==> config.mk <==
export PLATFORM = sky130hd
export DESIGN_NAME = rr_arbiter_requester
export DESIGN_NICKNAME = d
export VERILOG_FILES = /design/src/rtl/rr_arbiter_requester.sv
export SDC_FILE = /design/constraint.sdc
export NUM_CORES = 1
export LEC_CHECK = 0
export CORE_MARGIN = 3
export CORE_UTILIZATION = 55
export CTS_CLUSTER_DIAMETER = 50
export DETAILED_ROUTE_END_ITERATION = 6
export GPL_ROUTABILITY_DRIVEN = 0
export GPL_TIMING_DRIVEN = 0
export PLACE_DENSITY = 0.87
export SETUP_SLACK_MARGIN = 0.3
export SLEW_MARGIN = 20
export SYNTH_ARGS = -nofsm -noshare
export SYNTH_HDL_FRONTEND = slang
export SYNTH_SLANG_ARGS = --single-unit
==> constraint.sdc <==
create_clock -name clk -period 2.5 [get_ports clk]
set_input_delay 0.5 -clock clk [delete_from_list [all_inputs] [get_ports clk]]
set_output_delay 0.5 -clock clk [all_outputs]
set_load 0.05 [all_outputs]
==> src/rtl/rr_arbiter_requester.sv <==
// ---------------------------------------------------------------------------
// rr_arbiter_requester
//   Requester-side bank for a round-robin arbiter. Each client hands over a
//   burst length; the bank raises REQ for that client and holds it until the
//   arbiter has granted that many beats. A grant may be revoked mid-burst
//   (time slice expired); the client then goes back to waiting with REQ still
//   high and keeps the beats already counted.
//
// Ports
//   clk        in   rising-edge clock
//   rst_n      in   asynchronous assert, active-low reset
//   cmd_valid  in   [N_CLIENTS]        per-client burst command valid
//   cmd_len    in   [N_CLIENTS*LEN_W]  per-client burst length (client i at i*LEN_W)
//   cmd_ready  out  [N_CLIENTS]        command accept, high only while client is idle
//   REQ        out  [N_CLIENTS]        registered request to the arbiter
//   GNT        in   [N_CLIENTS]        grant from the arbiter, one-hot or zero
//   beat       out  [N_CLIENTS]        REQ & GNT, one beat transferred this cycle
//   done       out  [N_CLIENTS]        registered one-cycle pulse when a burst ends
//   starve     out  [N_CLIENTS]        sticky: waited WAIT_MAX cycles without grant
//   grant_err  out                     sticky: multi-hot GNT or grant without request
// ---------------------------------------------------------------------------
module rr_arbiter_requester #(
    parameter int N_CLIENTS = 4,
    parameter int LEN_W     = 4,
    parameter int WAIT_MAX  = 15
) (
    input  logic                         clk,
    input  logic                         rst_n,
    input  logic [N_CLIENTS-1:0]         cmd_valid,
    input  logic [N_CLIENTS*LEN_W-1:0]   cmd_len,
    output logic [N_CLIENTS-1:0]         cmd_ready,
    output logic [N_CLIENTS-1:0]         REQ,
    input  logic [N_CLIENTS-1:0]         GNT,
    output logic [N_CLIENTS-1:0]         beat,
    output logic [N_CLIENTS-1:0]         done,
    output logic [N_CLIENTS-1:0]         starve,
    output logic                         grant_err
);

    localparam int WAIT_W = (WAIT_MAX < 1) ? 1 : $clog2(WAIT_MAX + 1);
    localparam logic [WAIT_W-1:0] WAIT_LIM = WAIT_W'(WAIT_MAX);

    typedef enum logic [1:0] {
        IDLE = 2'd0,
        WAIT = 2'd1,
        XFER = 2'd2
    } state_t;

    state_t             state_q [N_CLIENTS];
    state_t             state_d [N_CLIENTS];
    logic [LEN_W-1:0]   rem_q   [N_CLIENTS];
    logic [LEN_W-1:0]   rem_d   [N_CLIENTS];
    logic [WAIT_W-1:0]  wait_q  [N_CLIENTS];
    logic [WAIT_W-1:0]  wait_d  [N_CLIENTS];

    logic [N_CLIENTS-1:0] req_d;
    logic [N_CLIENTS-1:0] done_d;
    logic [N_CLIENTS-1:0] starve_d;
    logic                 grant_err_d;
    logic                 gnt_multi;
    logic                 gnt_stray;

    // A beat only exists where we are actually requesting; stray grants never count.
    assign beat = REQ & GNT;

    // Clearing the lowest set bit leaves something only if two or more bits were set.
    assign gnt_multi = (GNT & (GNT - N_CLIENTS'(1))) != '0;
    assign gnt_stray = (GNT & ~REQ) != '0;

    always_comb begin
        grant_err_d = grant_err | gnt_multi | gnt_stray;
        req_d       = '0;
        done_d      = '0;
        starve_d    = starve;
        cmd_ready   = '0;
        for (int i = 0; i < N_CLIENTS; i++) begin
            state_d[i]   = state_q[i];
            rem_d[i]     = rem_q[i];
            wait_d[i]    = wait_q[i];
            cmd_ready[i] = (state_q[i] == IDLE);

            case (state_q[i])
                IDLE: begin
                    if (cmd_valid[i]) begin
                        if (cmd_len[i*LEN_W +: LEN_W] != '0) begin
                            rem_d[i]   = cmd_len[i*LEN_W +: LEN_W];
                            wait_d[i]  = '0;
                            state_d[i] = WAIT;
                        end else begin
                            // Zero-length burst completes without ever requesting.
                            done_d[i] = 1'b1;
                        end
                    end
                end
                WAIT, XFER: begin
                    if (GNT[i]) begin
                        rem_d[i] = rem_q[i] - LEN_W'(1);
                        if (rem_q[i] == LEN_W'(1)) begin
                            state_d[i] = IDLE;
                            done_d[i]  = 1'b1;
                        end else begin
                            state_d[i] = XFER;
                        end
                    end else if (state_q[i] == XFER) begin
                        // Slice revoked: keep requesting, restart the starvation window.
                        state_d[i] = WAIT;
                        wait_d[i]  = '0;
                    end else if (wait_q[i] != WAIT_LIM) begin
                        wait_d[i] = wait_q[i] + WAIT_W'(1);
                        if (wait_d[i] >= WAIT_LIM) begin
                            starve_d[i] = 1'b1;
                        end
                    end
                end
                default: begin
                    state_d[i] = IDLE;
                end
            endcase

            req_d[i] = (state_d[i] != IDLE);
        end
    end

    always_ff @(posedge clk or negedge rst_n) begin
        if (!rst_n) begin
            for (int i = 0; i < N_CLIENTS; i++) begin
                state_q[i] <= IDLE;
                rem_q[i]   <= '0;
                wait_q[i]  <= '0;
            end
            REQ       <= '0;
            done      <= '0;
            starve    <= '0;
            grant_err <= 1'b0;
        end else begin
            for (int i = 0; i < N_CLIENTS; i++) begin
                state_q[i] <= state_d[i];
                rem_q[i]   <= rem_d[i];
                wait_q[i]  <= wait_d[i];
            end
            REQ       <= req_d;
            done      <= done_d;
            starve    <= starve_d;
            grant_err <= grant_err_d;
        end
    end

endmodule
Word-level counts from Yosys, hierarchy flattened
Index checks and enable logic that the tools add are counted.
W data, S select, Z words.
- logic and storage cells: 200
- flip-flop bits (word level): 53
- input port bits: 26
- bitwise logic cells: 14
- reductions and logical operators: 34
- multiplexer cells: 84
- equality and inequality tests: 36
- $add $sub $neg: 9
- $lt $le $gt $ge: 4
- operators by type and width (cell ; count):
    $mux W4 ; 32
    $pmux W4 S2 ; 8
    $mux W2 ; 20
    $reduce_and A5 Y1 ; 8
    $ne A2 B2 Y1 const B ; 12
    $reduce_bool A4 Y1 ; 6
    $sub A4 B1 Y4 const B ; 5
    $add A4 B1 Y4 const B ; 4
    $eq A4 B1 Y1 const B ; 4
    $ge A4 B4 Y1 const B ; 4
    $mux W1 ; 16
    $ne A4 B4 Y1 const B ; 4
    $pmux W2 S2 ; 4
    $reduce_and A4 Y1 ; 4
    $reduce_bool A2 Y1 ; 8
    $and A4 B4 Y4 ; 3
    $ne A3 B3 Y1 const B ; 4
    $eq A2 B1 Y1 const B ; 4
    $eq A2 B2 Y1 const B ; 4
    $logic_not A2 Y1 ; 4
    $ne A2 B1 Y1 const B ; 4
    $not A1 Y1 ; 8
    $pmux W1 S2 ; 4
    $reduce_or A2 Y1 ; 4
    other kinds (2) ; 3

Depth between registers and ports, before layout
Gate-level depths: netlist (run 1).
- depth after elaboration: 5
- mapped depth: 7
- depth with buffers taken out: 6

Worst setup path after synthesis (run 1)
No wires, ideal clock.
- path kind: reg-to-reg
- start point: register state_q[4] (netlist bit)
- end point: register rem_q[11] (netlist bit)
- slack: 0.520 ns
- buffers on the path: 0
- clock period less this slack: 1.980 ns
- arrival time: 1.843 ns
- cell stages (with the launch flop): 7
- library setup time: 0.137 ns
- cell sequence: dfrtp_1 -> inv_1 -> ha_1 -> nand2_1 -> o31ai_2 -> mux2i_1 -> nand3_1
- elaborated cells on any way between the ends: 10
- RTL lines (what ; line ; RTL):
    from (decl) ; 49 ; state_t state_q [N_CLIENTS];
    from (signal, indexed assignment) ; 137 ; state_q[i] <= state_d[i];
    $logic_not A2 Y1 (*) ; - ;
    via cmd_ready[1] ; 31 ; output logic [N_CLIENTS-1:0] cmd_ready,
    $ne A2 B1 Y1 (no source line), or another cell as far along ; - ;
    $reduce_and A4 Y1 (no source line) ; - ;
    to (signal, indexed assignment) ; 138 ; rem_q[i] <= rem_d[i];
    to (decl) ; 51 ; logic [LEN_W-1:0] rem_q [N_CLIENTS];
The timed path passes the listed nets; every way through them passes the cells marked *.
A chain may end at the register's enable or synchronous reset.

Worst setup path after layout (run 1)
- start point: input port GNT[2]
- end point: output port beat[2]
- word-level cells in the longest chain between the ends: 1
- ends and longest elaborated chain (what ; line ; RTL):
    from (decl) ; 33 ; input logic [N_CLIENTS-1:0] GNT,
    $and A4 B4 Y4 ; 64 ; assign beat = REQ & GNT;
    to (decl) ; 34 ; output logic [N_CLIENTS-1:0] beat,
No other way between the ends.

==> results of run 1 <==
## cell families (layout without fill, tap and decap cells)
logic type | Yosys count | in the layout | share of synthesized area
compound gates | 97 | 97 | 0.204
xor+xnor | 6 | 6 | 0.0154
flops | 53 | 53 | 0.390
simple gates | 129 | 129 | 0.191
fa+ha+maj | 32 | 32 | 0.118
buf+inv | 39 | 90 | 0.0452
mux | 12 | 12 | 0.0364
## power breakdown
| group | switching (uW) | internal, uW | total, uW |
|---|---|---|---|
| clock | 267 | 220 | 487 |
| combinational | 1790 | 1150 | 2940 |
| sequential | 348 | 1190 | 1530 |
| total | 2400 | 2560 | 4960 |
## cell usage after synthesis, types with 4 or more instances
cell type,number,area (um2)
xor2_1,4,35.0
inv_1,31,116
nand2_1,30,113
and2_1,4,25.0
ha_1,32,400
dfrtp_1,53,1330
o22ai_1,7,43.8
nand3_1,26,130
nor4_1,5,31.3
clkbuf_1,4,15.0
nor2_1,25,93.8
o211ai_1,4,30.0
nor2b_1,8,50.1
o21ai_0,22,110
nand3b_1,5,37.5
a21oi_1,26,130
mux2i_1,9,90.1
nand2b_1,11,68.8
a31oi_1,4,25.0
nor3b_1,6,45.0
## per-stage QoR
step                cells   util
finish                494  0.672
global route          494  0.672
CTS                   494  0.675
detailed placement    487  0.661
global placement      487  0.661
floorplan             368      -
## cell usage in the layout, fill, tap and decap left out, types with 4 or more instances in the layout
master           count
clkbuf_2             5
clkdlybuf4s50_1     35
nor2_1              25
xor2_1               4
and2_1               4
ha_1                32
a31oi_1              4
clkbuf_8             6
nand3_1             26
o211ai_1             4
inv_1               31
nand2_1             30
nand2b_1            11
o22ai_1              7
nand3b_1             5
a21oi_1             26
dfrtp_1             53
clkbuf_1             5
nor4_1               5
nor2b_1              8
o21ai_0             22
nor3b_1              6
mux2i_1              9
## routing by layer
| metal | global-route usage | part of all wire | up-vias |
|---|---|---|---|
| li1 | - | - | 1424 |
| met1 | 0.247 | 0.45 | 1397 |
| met2 | 0.349 | 0.50 | 56 |
| met3 | 0.0373 | 0.034 | 13 |
| met4 | 0.0676 | 0.019 | 0 |
| met5 | 0 | 0 | - |
## state kept, by name, indices dropped and copies added, names as in the netlist
signal,flops
rem_q,16
wait_q,16
state_q,8
REQ,4
done,4
starve,4
grant_err,1
## layout make-up
class,count,area share
Tap cell,75,0.0235
Multi-Input combinational cell,276,0.480
Clock buffer,7,0.0216
Timing Repair Buffer,44,0.105
Inverter,31,0.0291
Buffer,8,0.00938
Sequential cell,53,0.331
## timing repair
action,in CTS,in global routing
hold buffers,0,0
cloned,0,0
setup endpoints to repair,6,7
gates resized for setup,11,9
setup buffers,0,0
## path summary, 6_finish.rpt
check,endpoint,depth (start not counted),slack (ns),startpoint
min in group clk,grant_err,2,0.48,grant_err
max in group asynchronous,wait_q[7],1,1.83,rst_n
hold / removal,rem_q[2],1,0.22,rst_n
setup reg to reg,wait_q[8],6,0.46,state_q[4]
setup / recovery,beat[2],3,0.37,GNT[2]
hold reg to reg,grant_err,2,0.48,grant_err
==> results.yml, run 1 <==
status:
  status: "completed"
clock_tree:
  cts_root_buf: "clkbuf_8"
  clkSlewWorstSetupHoldPaths_ns: 0.08
  cts_tree: "built"
  clockBufferDepth: 2
  ctsHtreeMaxLevel: 2
  worstSkewPairLatency_ns: 0.31
  cts_buffers: 5
  cts_sinks: 53
floorplanning:
  rows: 28
  dieArea_um2: 7160
  initial_utilization: 0.571
  die_y_um: 84.6
  coreArea_um2: 5960
  pin_count: 47
  die_w_um: 84.6
yosys:
  ys_types: 50
  async_flop_share: 1.00
  yosys_warnings: 0
  synth_seq_cells: 53
  synth_edf_count: 0
  synth_nets: 426
  synth-main-ff-cell: "dfrtp_1"
  synth-seq-area-share: 0.390
  syn_area_per_cell_um2: 9.24
  syn_inst: 368
  synth_area_um2: 3400
routing:
  wl_um: 6850
  drt_iter0_markers: 74
  dr.pass1.iters: 4
  via_count: 2890
  drc: 0
  ant_nets: 0
  via_per_inst: 5.85
  routedWlPerCell_um: 13.9
sta:
  fin_ws_ns: 0.368
  setup_viol: 0
  period_needed_ns: 2.13
  tns_ns: 0
  whs_ns: 0.219
  final-max-slew-violation-count: 0
  fmax_mhz: 469
  relSlewSlack: 0.553
  finalHoldViolCount: 0
  skew_ns: 0.00828
  tightest_slew_ns: 0.671
  rsz0062_at_grt: "false"
  finalCritPeriodShare: 0.853
worst_setup_path:
  critical_path.top_delay_family: "buffers and inverters"
  path_max_fanout: 8
  cp-end-kind: "primary output"
  start_kind: "input pin"
  critPathSlowestCell: "clkdlybuf4s50_1"
  path_cells: "clkdlybuf4s50_1, and2_1, clkbuf_2"
  path_buf_inv: 2
  max_stage_delay_ns: 0.67
  arrival_ns: 1.63
  required_ns: 2.00
  critPathKind: "input pin to primary output"
power_and_ir_drop:
  power.density_nw_per_um2: 1240
  power_uw: 4960
  leakagePower_uw: 0.00182
  max-vdd-ir-drop_uv: 708
global_route:
  antenna_found_initial: 0
  grt-ovfl-total: 0
  grt_max_degree: 54
  grt_pass1_wl_um: 12000
  grt_pass1_vias: 2777
  track_usage: 0.199
place:
  io_buffers: 44
  placed_area_um2: 3930
  pre_cts_ws_ns: -0.163
  dpl.hpwl_um: 5170
layout:
  design_area_um2: 4000
  num_antenna_cells: 0
  num-fill-cells: 491
  area_delta_synth_final_pct: 17.6
  drive_above_1_share: 0.0716
  final-seq-area_um2: 1330
  multi_input_area_um2: 1920
  fin_nets: 477
min_path:
  hold_path_class: "input pin to asynchronous set/reset pin"
flow_run:
  drv_cap: 0
Power figures use the tool's default switching activity.
==> run 2: changes to the inputs <==
--- a/config.mk
+++ b/config.mk
@@ -5,15 +5,17 @@
 export SDC_FILE = /design/constraint.sdc
 export NUM_CORES = 1
 export LEC_CHECK = 0
+export CAP_MARGIN = 40
 export CORE_MARGIN = 3
 export CORE_UTILIZATION = 55
 export CTS_CLUSTER_DIAMETER = 50
 export DETAILED_ROUTE_END_ITERATION = 6
 export GPL_ROUTABILITY_DRIVEN = 0
 export GPL_TIMING_DRIVEN = 0
+export MAX_ROUTING_LAYER = met4
 export PLACE_DENSITY = 0.87
 export SETUP_SLACK_MARGIN = 0.3
-export SLEW_MARGIN = 20
+export SLEW_MARGIN = 15
 export SYNTH_ARGS = -nofsm -noshare
 export SYNTH_HDL_FRONTEND = slang
 export SYNTH_SLANG_ARGS = --single-unit
==> run 2 against run 1 <==
- utilization unchanged
- die area did not move
- maximum frequency hardly changed
- critical path depth stayed put
- non-clock buffer count did not move
- sequential share of layout area stayed put
- combinational power about the same
- global-route usage grew 0.60 points
- routed wire length rose by 0.23%
- cell count did not move
==> results.yml, run 2 (synthesis results as in run 1) <==
power_and_ir_drop:
  leakagePower_uw: 0.00182
  power_uw: 4960
  max-vdd-ir-drop_uv: 707
  power.density_nw_per_um2: 1240
floorplanning:
  die_w_um: 84.6
  rows: 28
  pin_count: 47
  coreArea_um2: 5960
  die_y_um: 84.6
  initial_utilization: 0.571
  dieArea_um2: 7160
global_route:
  grt_max_degree: 54
  track_usage: 0.205
  grt_pass1_vias: 2777
  grt-ovfl-total: 0
  grt_pass1_wl_um: 12000
  antenna_found_initial: 0
clock_tree:
  cts_tree: "built"
  postCtsSetupBuffers: 0
  clkSlewWorstSetupHoldPaths_ns: 0.08
  ctsHtreeMaxLevel: 2
  cts_root_buf: "clkbuf_8"
  worstSkewPairLatency_ns: 0.31
  cts.hold.buffers_added: 0
  cts_sinks: 53
  cts_buffers: 5
  clockBufferDepth: 2
layout:
  num_antenna_cells: 0
  final_cell_mix: "dfrtp_1 (53), clkdlybuf4s50_1 (35), ha_1 (32)"
  drive_above_1_share: 0.0716
  top_regs: "rem_q (16), wait_q (16), state_q (8)"
  num-fill-cells: 491
  fin_nets: 477
  final_common_cell: "dfrtp_1"
  area_delta_synth_final_pct: 17.6
worst_setup_path:
  critPathKind: "input pin to primary output"
  start_kind: "input pin"
  worst-r2r-cell-count: 6
  r2r-end: "wait_q[8]"
  worstSetupStartpoint: "GNT[2]"
  cp-end-kind: "primary output"
  crit_path_end: "beat[2]"
  path_max_fanout: 8
  arrival_ns: 1.63
  required_ns: 2.00
  reg2reg_slack_ns: 0.46
  r2r_start: "state_q[4]"
sta:
  rsz0062_at_grt: "false"
  period_needed_ns: 2.13
  fin_ws_ns: 0.368
  final-max-slew-violation-count: 0
  tns_ns: 0
  skew_ns: 0.00808
  whs_ns: 0.219
  fmax_mhz: 469
  finalCritPeriodShare: 0.853
  relSlewSlack: 0.554
  tightest_slew_ns: 0.668
  setup_viol: 0
  finalHoldViolCount: 0
routing:
  drc: 0
  routedWlPerCell_um: 13.9
  drt_iter0_markers: 82
  wl_um: 6870
  via_count: 2874
  via_per_inst: 5.82
  ant_nets: 0
  dr.pass1.iters: 4
flow_run:
  drv_cap: 0
place:
  io_buffers: 44
  dpl.hpwl_um: 5170
  pre_cts_ws_ns: -0.163
status:
  status: "completed"
min_path:
  hold_path_class: "input pin to asynchronous set/reset pin"
## run 2: cell counts in the layout (fill, tap and decap cells not counted)
Identical to the previous run, type by type.
## run 2: report_power, final
part           total [uW]  switching (uW)  internal [uW]  leakage (uW)
clock network         486             266            220     0.0000443
registers            1530             349           1190      0.000670
logic                2940            1790           1150       0.00111
## run 2: area by class of cell
type | count | area (um2) | share of cell area
Tap cell | 75 | 93.8 | 0.0235
Timing Repair Buffer | 44 | 419 | 0.105
Clock buffer | 7 | 86.3 | 0.0216
Multi-Input combinational cell | 276 | 1920 | 0.480
Sequential cell | 53 | 1330 | 0.331
Inverter | 31 | 116 | 0.0291
Buffer | 8 | 37.5 | 0.00938
## run 2: timing repair
action	4_1_cts	5_1_grt
hold endpoints to repair	0	0
resized for setup	11	9
setup endpoints to repair	6	7
cloned	0	0
## run 2: through the flow
step	cell area, um2	utilization	instances
2_1_floorplan	3400	-	368
3_5_place_dp	3930	0.661	487
3_3_place_gp	3940	0.661	487
4_1_cts	4020	0.675	494
5_1_grt	4000	0.672	494
6_report	4000	0.672	494
## run 2: layer usage
| metal | wire, um | vias to the layer above | track usage |
|---|---|---|---|
| li1 | - | 1423 | - |
| met1 | 3060 | 1386 | 0.247 |
| met2 | 3440 | 52 | 0.349 |
| met3 | 222 | 13 | 0.0373 |
| met4 | 148 | 0 | 0.0676 |
| met5 | 0 | - | - |
## run 2: how the worst min path moves through the flow
stage / startpoint / slack, ns / cells past startpoint / to
global placement: starve[0] / 0.44 / 1 / starve[0]
finish: rst_n / 0.22 / 1 / rem_q[2]
global route: rst_n / 0.27 / 1 / rem_q[2]
CTS: rst_n / 0.25 / 1 / wait_q[6]
floorplan: rst_n / 0.20 / 0 / REQ[0]
detailed placement: starve[0] / 0.46 / 1 / starve[0]
## run 2: critical path, cell delays in order
cell and delay (ns):
clkdlybuf4s50_1 0.67, and2_1 0.19, clkbuf_2 0.28
